==> src/rtl/shift_pkg.sv <==
// shift_pkg
// Types and constants shared by the shift-register family: the
// parallel-in/serial-out transmitter (piso_tx) and the serial-in shift
// register testbenches that check bit direction against it.
//
// Contents:
//   piso_state_t   - transmitter FSM states {IDLE, SHIFT, DONE}
//   DIR_LSB_FIRST  - dir value for LSB-first (right shift) ordering
//   DIR_MSB_FIRST  - dir value for MSB-first (left shift) ordering
package shift_pkg;

  typedef enum logic [1:0] {
    IDLE  = 2'd0,
    SHIFT = 2'd1,
    DONE  = 2'd2
  } piso_state_t;

  localparam logic DIR_LSB_FIRST = 1'b0;
  localparam logic DIR_MSB_FIRST = 1'b1;

endpackage : shift_pkg

==> src/rtl/piso_tx.sv <==
// piso_tx
// Parallel-in/serial-out transmitter. A WIDTH-bit word is accepted over a
// valid/ready handshake and emitted one bit per enabled cycle, MSB-first or
// LSB-first, framed by a frame_start strobe on the first bit and a one-cycle
// done pulse after the last bit has been consumed.
//
// Parameters:
//   WIDTH        word length in bits (>= 2)
// Ports:
//   clk          clock, rising edge
//   arstn        asynchronous active-low reset
//   load_valid   load_data is presented
//   load_ready   word can be accepted (FSM is IDLE)
//   load_data    word to serialize, held until accepted
//   dir          1 = MSB-first, 0 = LSB-first; sampled at acceptance only
//   en           bit strobe; current bit consumed on en=1 while shifting
//   s_out        serial data (0 outside a frame)
//   s_valid      s_out carries a frame bit
//   frame_start  first bit of a frame is on s_out
//   done         one-cycle pulse after the last bit is consumed
module piso_tx
  import shift_pkg::*;
#(
  parameter int WIDTH = 8
) (
  input  logic             clk,
  input  logic             arstn,
  input  logic             load_valid,
  output logic             load_ready,
  input  logic [WIDTH-1:0] load_data,
  input  logic             dir,
  input  logic             en,
  output logic             s_out,
  output logic             s_valid,
  output logic             frame_start,
  output logic             done
);

  localparam int CW = (WIDTH > 2) ? $clog2(WIDTH) : 1;
  // Counter value while the first bit of a frame is on the line.
  localparam logic [CW-1:0] CNT_FIRST = CW'(WIDTH - 1);

  piso_state_t      state;
  logic [WIDTH-1:0] shreg;
  logic             dir_q;
  logic [CW-1:0]    bit_cnt;

  logic accept;
  logic in_shift;
  logic cur_bit;

  assign accept   = load_valid && (state == IDLE);
  assign in_shift = (state == SHIFT);
  // The bit on the line is always at the end the register shifts toward,
  // so no separate bit index is needed.
  assign cur_bit  = dir_q ? shreg[WIDTH-1] : shreg[0];

  always_ff @(posedge clk or negedge arstn) begin
    if (!arstn) begin
      state   <= IDLE;
      shreg   <= '0;
      dir_q   <= 1'b0;
      bit_cnt <= '0;
    end else begin
      case (state)
        IDLE: begin
          if (accept) begin
            shreg   <= load_data;
            dir_q   <= dir;
            bit_cnt <= CNT_FIRST;
            state   <= SHIFT;
          end
        end

        SHIFT: begin
          if (en) begin
            if (bit_cnt == '0) begin
              // Last bit consumed; the register contents no longer matter.
              state <= DONE;
            end else begin
              if (dir_q == DIR_MSB_FIRST) begin
                shreg <= {shreg[WIDTH-2:0], 1'b0};
              end else begin
                shreg <= {1'b0, shreg[WIDTH-1:1]};
              end
              bit_cnt <= bit_cnt - 1'b1;
            end
          end
        end

        DONE: begin
          state <= IDLE;
        end

        default: begin
          state <= IDLE;
        end
      endcase
    end
  end

  // Outputs are decoded purely from registered state, so an asynchronous
  // reset clears them immediately and no input reaches them combinationally.
  assign load_ready  = (state == IDLE);
  assign s_valid     = in_shift;
  assign s_out       = in_shift & cur_bit;
  assign frame_start = in_shift && (bit_cnt == CNT_FIRST);
  assign done        = (state == DONE);

endmodule : piso_tx

==> config.mk <==
export PLATFORM = sky130hd
export DESIGN_NAME = piso_tx
export DESIGN_NICKNAME = d
export VERILOG_FILES = /design/src/rtl/shift_pkg.sv /design/src/rtl/piso_tx.sv
export SDC_FILE = /design/constraint.sdc
export NUM_CORES = 1
export LEC_CHECK = 0
export ABC_AREA = 1
export ABC_CLOCK_PERIOD_IN_PS = 2900
export BUFFER_PORTS_ARGS = -buffer_cell sky130_fd_sc_hd__buf_2
export CORE_MARGIN = 8
export CORE_UTILIZATION = 40
export CTS_CLUSTER_DIAMETER = 80
export DETAILED_ROUTE_END_ITERATION = 12
export HOLD_SLACK_MARGIN = 0.02
export PLACE_DENSITY = 0.61
export SYNTH_ARGS = -nofsm -noshare
export SYNTH_HDL_FRONTEND = slang
export SYNTH_SLANG_ARGS = --single-unit
export TNS_END_PERCENT = 5
==> constraint.sdc <==
create_clock -name clk -period 2.9 [get_ports clk]
set_clock_uncertainty 0.1 [all_clocks]
set_input_delay 0.145 -clock clk [delete_from_list [all_inputs] [get_ports clk]]
set_output_delay 0.145 -clock clk [all_outputs]
set_load 0.05 [all_outputs]
==> metrics.txt, run 1 <==
Slew @ Worst Pin 375 ps; Sw Share 0.525; Post-CTS Setup Bufs 0; R2R Setup Slk 1340 ps; Adder-Cell Fraction of Synth Area 0.0417; drt total wl roughly 2000 um; nets@finish 166; min Tclk post-route ~1900 ps; register bit total from synthesis 14; worst reg2reg endpoint shreg[4]$_DFFE_PN0P_; routability congestion estimate 0.858; initial antenna violation count 0; pwr dens 1180 mW/mm2; WL met1 980 um; worst min-delay path category in2reg; PostCTS Resize Cnt 0; r2r worst-path depth 7; HPWL after DPL 1480 um; Worst Hold Path EP state[0]$_DFFE_PN0P_; post-synthesis compound-gate area fraction 0.0889; top_reg_cell synth dfrtp_1; RSZ-0062 raised after global routing no; layout cells sized above 1 0.195; final setup vio count 0; Crit path arrival time ~1700 ps; Post-Syn Nets approximately 150; Simple-Gate Fraction of Synth Area 0.381; site row count 17; top area cells in the synthesized netlist dfrtp_1 39%, nand2_1 29%, o21ai_1 6.1%; Rel. slew slack 0.750; Syn Inst Count 132; CTS buffer count 3; Pint 576 uW; crit path kind reg2out; number of global-route vias before repair 792; cts hold-fix bufs 2; I/O pins 18; DRT iter0 DRCs 59; post-synth top area share 0.389; number of synthesized flops with an enable pin 0; WL met3 115 um; GRT Overall Usage 0.102; YS warnings 0; Fmax 0.522 GHz; pin count of the biggest net entering global routing 15; max cap viols 0; max-slew violations 0; Pwr Total 1210 uW; sequential share of power 0.312; CP Launch Type flop; DR top layer met4; post-synthesis mux area share 0; DR pass1 iterations 4; Fin. Hold Viols 0; fill cell count around 230; cell area after layout 0.00103 mm2; Total Neg Setup Slack 0 ps; Synth area leader dfrtp_1; clock share of power 0.118; sequential area share after synthesis 0.389; number of diodes 0; Max clock buf depth 2; Die Area 0.00403 mm2; Clock transition at path regs about 90 ps; Hold Crit Depth 3; CTS tree built; core area 0.00217 mm2; worst r2r src bit_cnt[0]$_DFFE_PN0P_; largest family of logic cells by synthesized area simple AND/OR/NAND/NOR gates; Die H ~63 um; GR Overflow Total 0; worst skew pair latency about 280 ps; final worst path period share 0.660; hold_sp load_valid; Clock Sinks 14; FFs w/ async S/R, synth 1.00; met2 wire len roughly 900 um; Post-DRT Antenna Nets 0; Synth Area in XOR/XNOR 0.00972; Yosys cell types 20; Avg WL per Cell 11.5 um; power share of the combinational group 0.571; drc violations 0; crit end category output port; dpl cell area 973 um2; htree depth 1; most numerous cell in the Yosys netlist nand2_1; clock root cell clkbuf_4; Synth top cells by count 70 x nand2_1, 14 x dfrtp_1, 11 x o21ai_1; input/output buffers 17; initial core utilization 0.415; WP data required 2650 ps; Layout area overhead 14.3%; fin util 0.475; DIE WIDTH 63.5 um; Vias 852; Post-Syn Area around 900 um2; Vias per Instance 4.81; P_leak 0.000592 uW; Mean Syn Cell Area roughly 7 um2; crit path max fanout 14; total net switching power around 640 uW; peak supply drop just over 0.6 mV; first-pass GRT wire length around 3400 um; status finished clean
## power by group through the flow
stage          logic, uW  clock network, uW  registers [uW]
2_1_floorplan        629                  0             345
3_3_place_gp         687                  0             380
3_5_place_dp         692                  0             381
4_1_cts              697                144             378
5_1_grt              784                155             390
6_report             692                143             378
## stage by stage
stage	std cells	hold slack, ps	worst slack, ps
2_1_floorplan	132	-251	1190
3_3_place_gp	171	-36.6	1280
3_5_place_dp	171	-43.0	1290
4_1_cts	177	58.3	972
5_1_grt	177	86.8	853
6_report	177	55.5	985
## final cells by class
| cell class | instances | area, um2 | share of cell area |
|---|---|---|---|
| multi-input combinational | 103 | 469 | 0.456 |
| clock buffer | 4 | 36.3 | 0.0352 |
| tap | 28 | 35.0 | 0.0340 |
| inverter | 9 | 33.8 | 0.0328 |
| timing repair buffer | 19 | 105 | 0.102 |
| sequential | 14 | 350 | 0.340 |
## registers in the layout (all words and copies together), names as in the netlist
name,cells
bit_cnt,3
state,2
shreg,8
dir_q,1
## worst max path at each step
stage / startpoint / to / slack, ps / cells after the start
finish: state[1]$_DFFE_PN0P_ / s_valid / 980 / 4
floorplan: state[1]$_DFFE_PN0P_ / s_out / 1190 / 4
global placement: state[1]$_DFFE_PN0P_ / s_valid / 1280 / 4
detailed placement: state[1]$_DFFE_PN0P_ / s_valid / 1290 / 4
CTS: state[1]$_DFFE_PN0P_ / s_valid / 970 / 4
global route: state[1]$_DFFE_PN0P_ / s_valid / 850 / 4
## per-layer routing
metal	track usage	up-vias
li1	-	440
met2	0.176	18
met4	0.0446	0
met3	0.0336	4
met5	0	-
met1	0.110	390
## kinds of logic (layout without fill, tap and decap cells)
family | count (synthesis) | count (layout)
AND/OR/NAND/NOR | 83 | 83
AO/OA/AOI/OAI | 16 | 16
buffers and inverters | 15 | 32
flip-flops | 14 | 14
adder cells (fa/ha/maj) | 3 | 3
XOR/XNOR | 1 | 1
## cells in the final DEF (no fill, tap or decap), drive strengths merged
cell	n
dfrtp	14
buf	17
nand3	2
dlygate4sd3	2
clkinv	1
a21oi	3
nand2	74
o21ai	13
inv	8
clkbuf	4
nand3b	1
xnor2	1
ha	3
nor2	6
## worst max-delay path, stage by stage (launching register included)
cell and delay [ps]:
dfrtp_1 400, inv_2 100, nand2_2 190, inv_1 360, buf_2 340
(Power assumes the default switching activity.)
==> inputs of run 2 (changes only) <==
- ABC_AREA: 1 -> 0
- ABC_CLOCK_PERIOD_IN_PS: 2900 -> 1790
- clock period: 2.9 -> 1.79 ns (I/O delays scaled with it)
==> run 2 against run 1 <==
Effect of this change:
- critical path type is now reg2reg
- largest cell class unchanged
- synthesized area is 1.9% lower
- final cell count is 25% lower
- sequential share of layout area is 1.3 points lower
==> metrics.txt, run 2 <==
status finished clean; GR Overflow Total 0; post-synth top area share 0.397; crit path max fanout 10; min Tclk post-route about 1700 ps; RSZ-0062 raised after global routing no; FFs w/ async S/R, synth 1.00; most common cell after layout, fill and taps aside buf_2; Pint 1070 uW; Vias 655; met2 wire len 852 um; htree depth 1; routability congestion estimate approximately 0.68; GRT Overall Usage 0.0929; Fin. Hold Viols 0; I/O pins 18; Clock transition at path regs 80 ps; clock share of power 0.125; dpl cell area 995 um2; nets@finish 121; fin util 0.500; worst min-delay path category in2reg; Total Neg Setup Slack 0 ps; Die H ~63 um; cell chain of the critical path inv_1, ha_2, nand2b_4, a31oi_4, nor2_8, mux2_4; slowest stage delay, CP approximately 420 ps; WL met1 733 um; DIE WIDTH 63.0 um; initial core utilization 0.411; Yosys cell types 28; pwr dens about 1700 mW/mm2; crit end category flop; CP startpoint bit_cnt[0]$_DFFE_PN0P_; most frequent cells in the layout 17 x buf_2, 13 x dfrtp_1, 12 x nand2_1; max reg flops 8; Sw Share 0.403; Rel. slew slack 0.678; worst hold margin about 38 ps; final worst path period share 0.947; total net switching power 724 uW; sequential share of power 0.344; CP Launch Type flop; P_leak 0.000530 uW; Post-CTS Setup Bufs 0; layout cells sized above 1 0.413; CP max-delay cell dfrtp_1; # placed instances 124; number of global-route vias before repair 706; power share of the combinational group 0.531; cell area after layout 0.00107 mm2; top area cells in the synthesized netlist dfrtp_1 40%, mux2_4 14%, mux2i_1 7.9%; final non-filler cell total 132; initial antenna violation count 0; crit path kind reg2reg; first-pass GRT wire length 3070 um; Biggest register shreg; Max clock buf depth 2; max cap viols 0; Vias per Instance around 5.0; Mean Syn Cell Area 11.0 um2; Synth area leader dfrtp_1; worst skew pair latency 280 ps; Post-Syn Nets 96; YS warnings 0; register bit total from synthesis 14; peak supply drop 0.964 mV; CTS buffer count 3; DR top layer met4; top_reg_cell synth dfrtp_1; pin count of the biggest net entering global routing 15; number of synthesized flops with an enable pin 0; most numerous cell in the Yosys netlist dfrtp_1; Die Area 0.00397 mm2; site row count 17; Avg WL per Cell about 13 um; Slew @ Worst Pin 483 ps; Clock Sinks 14; hold_sp load_data[7]; WL met3 ~110 um; number of diodes 0; Post-DRT Antenna Nets 0; DRT iter0 DRCs 16; max-slew violations 0; CTS tree built; sequential area share after synthesis 0.397; WP data required about 1900 ps; input/output buffers 17; final setup vio count 0; Crit path arrival time about 1800 ps; largest registers shreg (8), bit_cnt (3), state (2); Post-Syn Area just under 900 um2; clock root cell clkbuf_4; Synth top cells by count 14 x dfrtp_1, 12 x nand2_1, 8 x mux2_4; fill cell count 218; HPWL after DPL roughly 1300 um; worst r2r src bit_cnt[0]$_DFFE_PN0P_; Layout area overhead 21.7%; drc violations 0; core area roughly 0.0021 mm2; DR pass1 iterations 4; Syn Inst Count 80; drt total wl 1710 um; Fmax 0.590 GHz
## run 2: cell count changes after synthesis, sizes merged, moves of 2 or more
cell,delta
mux2i,+7
a21oi,-2
nand2b,+2
mux2,+9
o21a,+2
buf,-2
nand2,-62
inv,-5
o21ai,-6
a31oi,+2
## run 2: through the flow
step | power [uW] | setup slack (ps)
2_1_floorplan | 1400 | -3.94
3_3_place_gp | 1550 | 126
3_5_place_dp | 1580 | 74.7
4_1_cts | 1810 | 0.387
5_1_grt | 1940 | 23.1
6_report | 1800 | 95.6
## run 2: power groups by stage
stage	sequential [uW]	clock [uW]	combinational (uW)
finish	618	225	954
global route	638	253	1050
CTS	617	235	963
detailed placement	623	0	954
global placement	615	0	938
floorplan	537	0	866
## run 2: cell type report
class                           instances  area (um2)  area share
Timing Repair Buffer                   24         148       0.137
Clock buffer                            4        36.3      0.0338
Tap cell                               28        35.0      0.0326
Sequential cell                        14         352       0.327
Inverter                                3        11.3      0.0105
Multi-Input combinational cell         59         493       0.459
## run 2: cell families after synthesis
| family | synth area share |
|---|---|
| fa+ha+maj | 0.0425 |
| compound gates | 0.119 |
| mux | 0.228 |
| simple gates | 0.161 |
| buf+inv | 0.0524 |
| flops | 0.397 |
## run 2: repair_timing
action | 4_1_cts | 5_1_grt
resized for setup | 0 | 3
endpoints found under the hold margin | 17 | 0
setup endpoints to repair | 0 | 9
hold buffers | 4 | 0
## run 2: routing by layer
metal	vias to the layer above	GRT usage
met5	-	0
li1	324	-
met1	314	0.0999
met3	2	0.0466
met2	15	0.160
met4	0	0.0171
## run 2: worst paths after layout
kind                                         to  slack (ps)  cells after the start
hold reg to reg            shreg[1]$_DFFE_PN0P_         440                      1
setup reg to reg           shreg[7]$_DFFE_PN0P_         100                      6
min in group asynchronous  shreg[4]$_DFFE_PN0P_         130                      2
hold / removal             shreg[7]$_DFFE_PN0P_          40                      4
max in group asynchronous  state[0]$_DFFE_PN0P_        1200                      2
setup / recovery           shreg[7]$_DFFE_PN0P_         100                      6
## run 2: worst max-delay path, delay by kind of cell (launching register included)
family	cells	cell delay, ps
and+or+nand+nor	2	170
DFF	1	420
buffers and inverters	1	100
adders and majority gates	1	200
muxes	1	300
AOI/OAI and AO/OA	1	290
